**src/rtl/cpu_ctrl_pkg.sv**
```systemverilog
// Shared opcode, ALU-select and FSM-state definitions for the CPU control path.
// CPU_CTRL_EXT_OPS_EN adds the extended-op fields (bne strobe) to the decode record.
package cpu_ctrl_pkg;

  localparam logic [4:0] OP_LOADI = 5'h00;
  localparam logic [4:0] OP_MOV   = 5'h01;
  localparam logic [4:0] OP_ADD   = 5'h02;
  localparam logic [4:0] OP_SUB   = 5'h03;
  localparam logic [4:0] OP_AND   = 5'h04;
  localparam logic [4:0] OP_OR    = 5'h05;
  localparam logic [4:0] OP_J     = 5'h06;
  localparam logic [4:0] OP_BEQ   = 5'h07;
  localparam logic [4:0] OP_LWD   = 5'h08;
  localparam logic [4:0] OP_LWI   = 5'h09;
  localparam logic [4:0] OP_SWD   = 5'h0A;
  localparam logic [4:0] OP_SWI   = 5'h0B;
  localparam logic [4:0] OP_MULT  = 5'h0C;
  localparam logic [4:0] OP_SLL   = 5'h0D;
  localparam logic [4:0] OP_SRL   = 5'h0E;
  localparam logic [4:0] OP_SRA   = 5'h0F;
  localparam logic [4:0] OP_BNE   = 5'h10;

  localparam logic [2:0] ALU_FWD = 3'b000;
  localparam logic [2:0] ALU_ADD = 3'b001;
  localparam logic [2:0] ALU_AND = 3'b010;
  localparam logic [2:0] ALU_OR  = 3'b011;
  localparam logic [2:0] ALU_MUL = 3'b100;
  localparam logic [2:0] ALU_SLL = 3'b101;
  localparam logic [2:0] ALU_SRL = 3'b110;
  localparam logic [2:0] ALU_SRA = 3'b111;

  typedef logic [1:0] state_t;
  localparam state_t S_IDLE = 2'd0;
  localparam state_t S_EXEC = 2'd1;
  localparam state_t S_MEM  = 2'd2;
  localparam state_t S_WB   = 2'd3;

  typedef struct packed {
    logic       legal;
    logic [2:0] aluop;
    logic       muxcomp;
    logic       muximm;
    logic       reg_wr;
    logic       jump;
    logic       beq;
`ifdef CPU_CTRL_EXT_OPS_EN
    logic       bne;
`endif
    logic       mem;
    logic       load;
  } dec_t;

endpackage

```
**src/rtl/cpu_opcode_decode.sv**
```systemverilog
// Pure combinational opcode decode into a control record.
// CPU_CTRL_EXT_OPS_EN enables mult/sll/srl/sra/bne (0x0C-0x10); otherwise they decode illegal.
module cpu_opcode_decode
  import cpu_ctrl_pkg::*;
#(
  parameter int OPW = 8
) (
  input  logic [OPW-1:0] opcode,
  output dec_t           dec
);

  always_comb begin
    dec       = '0;
    dec.legal = 1'b1;
    // Anything with bits set above bit 4 lies outside the opcode map.
    if ((opcode >> 5) != '0) begin
      dec.legal = 1'b0;
    end else begin
      case (opcode[4:0])
        OP_LOADI: begin dec.muximm = 1'b1; dec.reg_wr = 1'b1; end
        OP_MOV:   dec.reg_wr = 1'b1;
        OP_ADD:   begin dec.aluop = ALU_ADD; dec.reg_wr = 1'b1; end
        OP_SUB:   begin dec.aluop = ALU_ADD; dec.muxcomp = 1'b1; dec.reg_wr = 1'b1; end
        OP_AND:   begin dec.aluop = ALU_AND; dec.reg_wr = 1'b1; end
        OP_OR:    begin dec.aluop = ALU_OR;  dec.reg_wr = 1'b1; end
        OP_J:     dec.jump = 1'b1;
        OP_BEQ:   begin dec.aluop = ALU_ADD; dec.muxcomp = 1'b1; dec.beq = 1'b1; end
        OP_LWD:   begin dec.mem = 1'b1; dec.load = 1'b1; end
        OP_LWI:   begin dec.mem = 1'b1; dec.load = 1'b1; dec.muximm = 1'b1; end
        OP_SWD:   dec.mem = 1'b1;
        OP_SWI:   begin dec.mem = 1'b1; dec.muximm = 1'b1; end
`ifdef CPU_CTRL_EXT_OPS_EN
        OP_MULT:  begin dec.aluop = ALU_MUL; dec.reg_wr = 1'b1; end
        OP_SLL:   begin dec.aluop = ALU_SLL; dec.reg_wr = 1'b1; end
        OP_SRL:   begin dec.aluop = ALU_SRL; dec.reg_wr = 1'b1; end
        OP_SRA:   begin dec.aluop = ALU_SRA; dec.reg_wr = 1'b1; end
        OP_BNE:   begin dec.aluop = ALU_ADD; dec.muxcomp = 1'b1; dec.bne = 1'b1; end
`endif
        default:  dec.legal = 1'b0;
      endcase
    end
  end

endmodule

```
**src/rtl/cpu_control_fsm.sv**
```systemverilog
// Multi-cycle CPU control FSM (IDLE/EXEC/MEM/WB) with registered outputs and memory timeout.
// CPU_CTRL_EXT_OPS_EN enables extended ALU ops and the BNE_TRIGGER strobe.
module cpu_control_fsm
  import cpu_ctrl_pkg::*;
#(
  parameter int OPW         = 8,
  parameter int MEM_TIMEOUT = 255
) (
  input  logic           CLK,
  input  logic           RESET,
  input  logic           INSTR_VALID,
  input  logic [OPW-1:0] OPCODE,
  input  logic           BUSYWAIT,
  output logic [2:0]     ALUOP,
  output logic           MUXCOMP,
  output logic           MUXIMM,
  output logic           MUXDATAMEM,
  output logic           WRITEENABLE,
  output logic           J_TRIGGER,
  output logic           BEQ_TRIGGER,
  output logic           BNE_TRIGGER,
  output logic           READ,
  output logic           WRITE,
  output logic           PC_STALL,
  output logic           ILLEGAL
);

  localparam logic [7:0] TMO = 8'(MEM_TIMEOUT);

  dec_t dec;

  cpu_opcode_decode #(.OPW(OPW)) u_dec (
    .opcode (OPCODE),
    .dec    (dec)
  );

  state_t     state_q, state_d;
  logic [7:0] cnt_q, cnt_d, cnt_inc;
  logic       load_q, load_d;
  logic [2:0] aluop_q, aluop_d;
  logic       muxcomp_q, muxcomp_d, muximm_q, muximm_d, muxdm_q, muxdm_d;
  logic       we_q, we_d, j_q, j_d, beq_q, beq_d;
  logic       rd_q, rd_d, wr_q, wr_d, stall_q, stall_d, ill_q, ill_d;
`ifdef CPU_CTRL_EXT_OPS_EN
  logic       bne_q, bne_d;
`endif

  assign cnt_inc = cnt_q + 8'd1;

  always_comb begin
    state_d   = state_q;
    cnt_d     = cnt_q;
    load_d    = load_q;
    aluop_d   = aluop_q;
    muxcomp_d = muxcomp_q;
    muximm_d  = muximm_q;
    muxdm_d   = 1'b0;
    we_d      = 1'b0;
    j_d       = 1'b0;
    beq_d     = 1'b0;
`ifdef CPU_CTRL_EXT_OPS_EN
    bne_d     = 1'b0;
`endif
    rd_d      = 1'b0;
    wr_d      = 1'b0;
    stall_d   = 1'b0;
    ill_d     = 1'b0;
    case (state_q)
      S_IDLE: begin
        if (INSTR_VALID) begin
          // Bad opcodes spend one EXEC cycle flagging ILLEGAL; mux selects keep old values.
          if (!dec.legal) begin
            state_d = S_EXEC;
            ill_d   = 1'b1;
          end else begin
            aluop_d   = dec.aluop;
            muxcomp_d = dec.muxcomp;
            muximm_d  = dec.muximm;
            if (dec.mem) begin
              state_d = S_MEM;
              cnt_d   = 8'd0;
              load_d  = dec.load;
              rd_d    = dec.load;
              wr_d    = !dec.load;
              stall_d = 1'b1;
            end else begin
              state_d = S_EXEC;
              we_d    = dec.reg_wr;
              j_d     = dec.jump;
              beq_d   = dec.beq;
`ifdef CPU_CTRL_EXT_OPS_EN
              bne_d   = dec.bne;
`endif
            end
          end
        end
      end
      S_EXEC: state_d = S_IDLE;
      S_MEM: begin
        if (!BUSYWAIT) begin
          if (load_q) begin
            state_d = S_WB;
            we_d    = 1'b1;
            muxdm_d = 1'b1;
            stall_d = 1'b1;
          end else begin
            state_d = S_IDLE;
          end
        end else if (cnt_inc == TMO) begin
          state_d = S_IDLE;
          cnt_d   = cnt_inc;
          ill_d   = 1'b1;
        end else begin
          cnt_d   = cnt_inc;
          rd_d    = load_q;
          wr_d    = !load_q;
          stall_d = 1'b1;
        end
      end
      S_WB:    state_d = S_IDLE;
      default: state_d = S_IDLE;
    endcase
  end

  always_ff @(posedge CLK) begin
    if (!RESET) begin
      state_q   <= S_IDLE;
      cnt_q     <= '0;
      load_q    <= 1'b0;
      aluop_q   <= '0;
      muxcomp_q <= 1'b0;
      muximm_q  <= 1'b0;
      muxdm_q   <= 1'b0;
      we_q      <= 1'b0;
      j_q       <= 1'b0;
      beq_q     <= 1'b0;
`ifdef CPU_CTRL_EXT_OPS_EN
      bne_q     <= 1'b0;
`endif
      rd_q      <= 1'b0;
      wr_q      <= 1'b0;
      stall_q   <= 1'b0;
      ill_q     <= 1'b0;
    end else begin
      state_q   <= state_d;
      cnt_q     <= cnt_d;
      load_q    <= load_d;
      aluop_q   <= aluop_d;
      muxcomp_q <= muxcomp_d;
      muximm_q  <= muximm_d;
      muxdm_q   <= muxdm_d;
      we_q      <= we_d;
      j_q       <= j_d;
      beq_q     <= beq_d;
`ifdef CPU_CTRL_EXT_OPS_EN
      bne_q     <= bne_d;
`endif
      rd_q      <= rd_d;
      wr_q      <= wr_d;
      stall_q   <= stall_d;
      ill_q     <= ill_d;
    end
  end

  assign ALUOP       = aluop_q;
  assign MUXCOMP     = muxcomp_q;
  assign MUXIMM      = muximm_q;
  assign MUXDATAMEM  = muxdm_q;
  assign WRITEENABLE = we_q;
  assign J_TRIGGER   = j_q;
  assign BEQ_TRIGGER = beq_q;
`ifdef CPU_CTRL_EXT_OPS_EN
  assign BNE_TRIGGER = bne_q;
`else
  assign BNE_TRIGGER = 1'b0;
`endif
  assign READ        = rd_q;
  assign WRITE       = wr_q;
  assign PC_STALL    = stall_q;
  assign ILLEGAL     = ill_q;

endmodule

```
**config.mk**
```make
export PLATFORM = sky130hd
export DESIGN_NAME = cpu_control_fsm
export DESIGN_NICKNAME = d
export VERILOG_FILES = /design/src/rtl/cpu_ctrl_pkg.sv /design/src/rtl/cpu_opcode_decode.sv /design/src/rtl/cpu_control_fsm.sv
export SDC_FILE = /design/constraint.sdc
export NUM_CORES = 1
export LEC_CHECK = 0
export BUFFER_PORTS_ARGS = -buffer_cell sky130_fd_sc_hd__buf_2
export CELL_PAD_IN_SITES_DETAIL_PLACEMENT = 0
export CELL_PAD_IN_SITES_GLOBAL_PLACEMENT = 1
export CORE_MARGIN = 3
export CORE_UTILIZATION = 38
export CTS_CLUSTER_SIZE = 24
export DETAILED_ROUTE_END_ITERATION = 7
export PLACE_DENSITY_LB_ADDON = 0.1
export SKIP_LAST_GASP = 1
export SLEW_MARGIN = 20
export SYNTH_ARGS = -nofsm -noshare
export SYNTH_HDL_FRONTEND = slang
export SYNTH_SLANG_ARGS = --single-unit
```
**constraint.sdc**
```tcl
create_clock -name CLK -period 2.14 [get_ports CLK]
set_input_delay 0.214 -clock CLK [delete_from_list [all_inputs] [get_ports CLK]]
set_output_delay 0.214 -clock CLK [all_outputs]
set_load 0.01 [all_outputs]
```
Word-level counts from Yosys, hierarchy flattened

Cells that the tools add are included.

Bits in writable memories: 0
Memory bits (read-only): 0
Bits in latches: 0
Output and inout port bits: 14
Memories: 0
Input bits: 12
Bits in registers: 24

Reductions and logical operators: 20
Shifts and indexed selects: 0
Bitwise logic cells: 4
$mul: 0
Magnitude comparators: 0
Add/sub/neg operators: 1
Multiplexer cells: 52
Divide/modulo/power cells: 0
Equality and inequality tests: 20

Operators by type and width:

| kind                | count |
|---|---|
| $mux 1              | 33 |
| $mux 8              | 4 |
| $eq 5x3->1 const B  | 4 |
| $eq 5x4->1 const B  | 4 |
| $pmux 8 s2          | 1 |
| $mux 2              | 6 |
| $pmux 2 s3          | 2 |
| $reduce_or 12->1    | 1 |
| $reduce_or 6->1     | 2 |
| $eq 5x2->1 const B  | 2 |
| $mux 10             | 1 |
| $pmux 1 s2          | 5 |
| $add 8x1->8 const B | 1 |
| $eq 8x8->1 const B  | 1 |
| $ne 2x2->1 const B  | 4 |
| $reduce_bool 8->1   | 1 |
| $reduce_or 2->1     | 3 |
| $reduce_or 3->1     | 2 |
| $eq 5x1->1 const B  | 1 |
| $logic_not 5->1     | 1 |
| $reduce_and 5->1    | 1 |
| $eq 2x2->1 const B  | 2 |
| $not 1->1           | 4 |
| $reduce_and 2->1    | 2 |
| 8 further kinds     | 9 |

Longest topological paths before layout

Depth after elaboration: 9
Gate-level depth with buffers: 6
Depth with buffers taken out: 6

Modules after synthesis

A second synthesis with hierarchy kept.

Cell total of the unflattened synthesis: 150
Area total of the unflattened synthesis: 1381.3 µm²

By module, submodules not included:

| module            | instances | area an instance (µm²) | cells each | seq. area each (µm²) |
|---|---|---|---|---|
| cpu_control_fsm   | 1         | 1181.1                 | 128        | 480.5 |
| cpu_opcode_decode | 1         | 200.2                  | 22         | 0.0 |

Worst setup path after synthesis

No wires, ideal clock.

Kind: register -> register
Start point: register cnt_q[0]
End point: register rd_q, in the netlist READ
Stages on the path, launching flop included: 7
Arrival: 1.791 ns
Period minus slack after synthesis: 1.909 ns
Slack: 0.231 ns
Setup time: 0.117 ns
Path through: dfxtp_1 ha_1 nand3_1 or3_2 a32oi_1 nand4_1 a32o_1

Cells in the longest elaborated chain, start to end: 5

Ends and longest elaborated chain:

| element                | line                   | source |
|---|---|---|
| start, declared        | cpu_control_fsm.sv:38  | `logic [7:0] cnt_q, cnt_d, cnt_inc;` |
| start signal, assigned | cpu_control_fsm.sv:146 | `cnt_q <= cnt_d;` |
| $add 8x1->8            | cpu_control_fsm.sv:48  | `assign cnt_inc = cnt_q + 8'd1;` |
| $eq 8x8->1             | cpu_control_fsm.sv:109 | `end else if (cnt_inc == TMO) begin` |
| $mux 1                 | cpu_control_fsm.sv:109 |  |
| $mux 1                 | cpu_control_fsm.sv:100 | `if (!BUSYWAIT) begin` |
| $pmux 1 s2             | cpu_control_fsm.sv:68  | `case (state_q)` |
| end signal, assigned   | cpu_control_fsm.sv:158 | `rd_q <= rd_d;` |
| end, declared          | cpu_control_fsm.sv:43  | `logic rd_q, rd_d, wr_q, wr_d, stall_q, stall_d, ill_q, ill_d;` |

Every way passes these cells.
A chain may end at the register's enable or synchronous reset.

Worst setup path in the final report

Ends and elaborated chain as after synthesis.

==> out/metrics.csv <==
stage;metric;value;unit
outcome;status;completed;
finish;finalNetCount;192;
detailed_routing;drc_errors;0;
placement;dp_hpwl;2150;µm
sta;clock_skew;1.56;ps
yosys;synth-main-ff-cell;dfxtp_1;
finish;drive_gt1_share;19.2;%
floorplanning;die_y;61.7;µm
setup_path;cp.arrival;2180;ps
floorplanning;start_util;41.4;%
clock_tree;clockRootBuffer;clkbuf_4;
pwr;fin_total_pwr;0.689;mW
placement;io_buffers;23;
floorplanning;rows;19;
finish;design_area;1360;µm²
yosys;yosys-top-cells-count;23 x dfxtp_1, 18 x nand2_1, 18 x nor2_1;
min_path;hold_path_startpoint;RESET;
clock_tree;cts_made_buffers;3;
finish;diodes;0;
global_route;grt_pass1_wl;4610;µm
clock_tree;cts_buffer_depth;2;
min_path;holdPathEnd;cnt_q[3];
detailed_routing;initialDrtViolationCount;71;
clock_tree;clkLatencyLatePin;310;ps
setup_path;cp_data_required_time;2360;ps
yosys;synthArstFlopShare;0;%
sta;fin_crit_sh;91.8;%
run;max_cap_viol_count;0;
global_route;overflow;0;
min_path;hp-class;primary input to flop;
sta;max_freq;0.509;GHz
setup_path;criticalPathCategory;flop to flop;
setup_path;critPathCaptureType;flop;
setup_path;reg2reg_depth;6;
floorplanning;die_area;3810;µm²
sta;finalHoldViolCount;0;
clock_tree;cts_tree;done;
sta;timing.final.crit_period;1960;ps
setup_path;r2r-start;cnt_q[0];
global_route;grt_max_degree;14;
yosys;synth_cell_types;36;
pwr;ir_drop;0.000253;V
placement;post_dp_cell_area;1330;µm²
detailed_routing;wl_per_cell;13.5;µm
floorplanning;die_x;61.7;µm
detailed_routing;totalWireLength;2810;µm
setup_path;rrSetupSlack;180;ps
detailed_routing;antenna_left;0;
sta;grt_setup_unrepaired;no;
sta;fin_tns_setup;0;ps
clock_tree;post_cts_buffers;0;
yosys;ys_seq_elements;23;
setup_path;startpoint_type;flop;
finish;final_util;47.5;%
finish;nFillCells;304;
setup_path;worstReg2RegEnd;READ;
sta;drv_slew;0;
yosys;synth_top_area_share;39.0;%
setup_path;critPathLaunch;cnt_q[0];
floorplanning;pin_count;26;
floorplanning;core_area;2850;µm²
detailed_routing;drt_pre_antenna_iters;4;
global_route;grt_pass1_vias;979;
clock_tree;cts_sinks;23;
yosys;synth_cells;151;
sta;setup_viol;0;
yosys;ys_top_cells_by_area;dfxtp_1 39%, a21oi_1 6.4%, nand2_1 5.7%, nor2_1 5.7%, nor3_1 3.8%;
pwr;power_density;508;nW/µm²
min_path;hold_depth;3;
finish;areaGrowthSynthToFinish;15.0;%
global_route;grt_antenna_before_repair;0;
clock_tree;cts_max_level;1;
yosys;synth.most_common_cell;dfxtp_1;
yosys;ys_warn_count;0;
yosys;synth.avg_cell_area;7.81;µm²
yosys;synth_largest_area_cell;dfxtp_1;
detailed_routing;vias_per_cell;5.59;
yosys;ys_seq_area_share;39.0;%
pwr;p_leak;0.538;nW
placement;dp.cells;204;
yosys;synth_edf_count;0;
clock_tree;clkTransAtPathRegs;120;ps
setup_path;critPathMaxFanout;8;
finish;instances_no_fill;208;
yosys;syn-cell-area;1180;µm²
global_route;grt.total_usage;16.3;%
placement;gp_congestion;0.862;
detailed_routing;via_count;1163;
-- kinds of logic (layout without fill, tap and decap cells) --
group                      Yosys count  after routing  synth area share (%)
buffers and inverters                9             34                  4.45
xor gates and xnor gates             2              2                  1.48
other                                1              2                 0.318
DFF                                 23             23                  39.0
adders and majority gates            2              2                  2.12
and+or+nand+nor                     78             78                  34.0
AOI/OAI and AO/OA                   33             33                  16.0
muxes                                3              3                  2.55
-- per-layer routing --
metal | vias up | GRT usage [%] | wire [µm]
li1 | 590 | - | -
met1 | 527 | 23.8 | 1340
met2 | 44 | 23.8 | 1250
met3 | 2 | 3.10 | 200
met4 | 0 | 5.45 | 19
met5 | - | 0 | 0
-- area by class of cell --
type,count,area [µm²],share of cell area [%]
Sequential cell,23,462,34.0
Tap cell,31,38.8,2.86
Inverter,3,11.3,0.830
Clock buffer,4,26.3,1.94
Timing Repair Buffer,27,145,10.7
Multi-Input combinational cell,120,673,49.6
-- power breakdown --
part / total [mW] / leakage (nW) / switching [mW] / internal, mW
clock network: 0.201 / 0.0150 / 0.128 / 0.0728
logic: 0.0537 / 0.337 / 0.0343 / 0.0194
registers: 0.435 / 0.186 / 0.00307 / 0.431
total: 0.689 / 0.538 / 0.166 / 0.524
-- worst max-delay path by stage --
stage / end / slack [ps] / cells after the start
finish: READ / 180 / 6
global route: READ / 30 / 6
CTS: READ / 40 / 6
detailed placement: READ / 70 / 6
global placement: READ / 140 / 6
floorplan: READ / 230 / 6
-- critical path, stage by stage (launching register included) --
cell and delay [ps]:
dfxtp_2 400, ha_2 260, nand3_1 110, or3_2 440, a32oi_1 200, nand4_1 160
a32o_1 290
-- per-stage QoR --
step                      hold WS, ps  setup WS, ps
after floorplan                   322           231
after global placement            471           139
after detailed placement          475          73.3
after CTS                         177          44.7
after global routing              170          32.9
final                             188           175
-- what timing repair did --
action | in CTS | in global routing
setup endpoints to repair | 0 | 5
gates resized for setup | 0 | 2
hold buffers | 0 | 0
-- registers in the layout (all words and copies together) (netlist names) --
| signal | cells |
|---|---|
| MUXIMM | 1 |
| WRITEENABLE | 1 |
| load_q | 1 |
| ILLEGAL | 1 |
| BEQ_TRIGGER | 1 |
| MUXDATAMEM | 1 |
| READ | 1 |
| state_q | 2 |
| J_TRIGGER | 1 |
| PC_STALL | 1 |
| cnt_q | 8 |
| MUXCOMP | 1 |
| WRITE | 1 |
| ALUOP | 2 |
-- cells in the final DEF, fill, tap and decap left out, types with 2 or more instances in the layout --
master,count
nor3b_1,2
nand4_1,5
nand3_1,5
xor2_1,2
a21oi_1,15
a21o_1,2
dfxtp_1,22
nand2_1,18
o21ai_0,8
buf_4,4
a31oi_1,4
clkbuf_4,3
nor3_1,9
buf_2,23
inv_1,3
nand3b_1,2
mux2i_1,3
nor2_1,18
nand2b_1,3
nor4_1,5
conb_1,2
and3_1,2
Power figures use the tool's default switching activity.
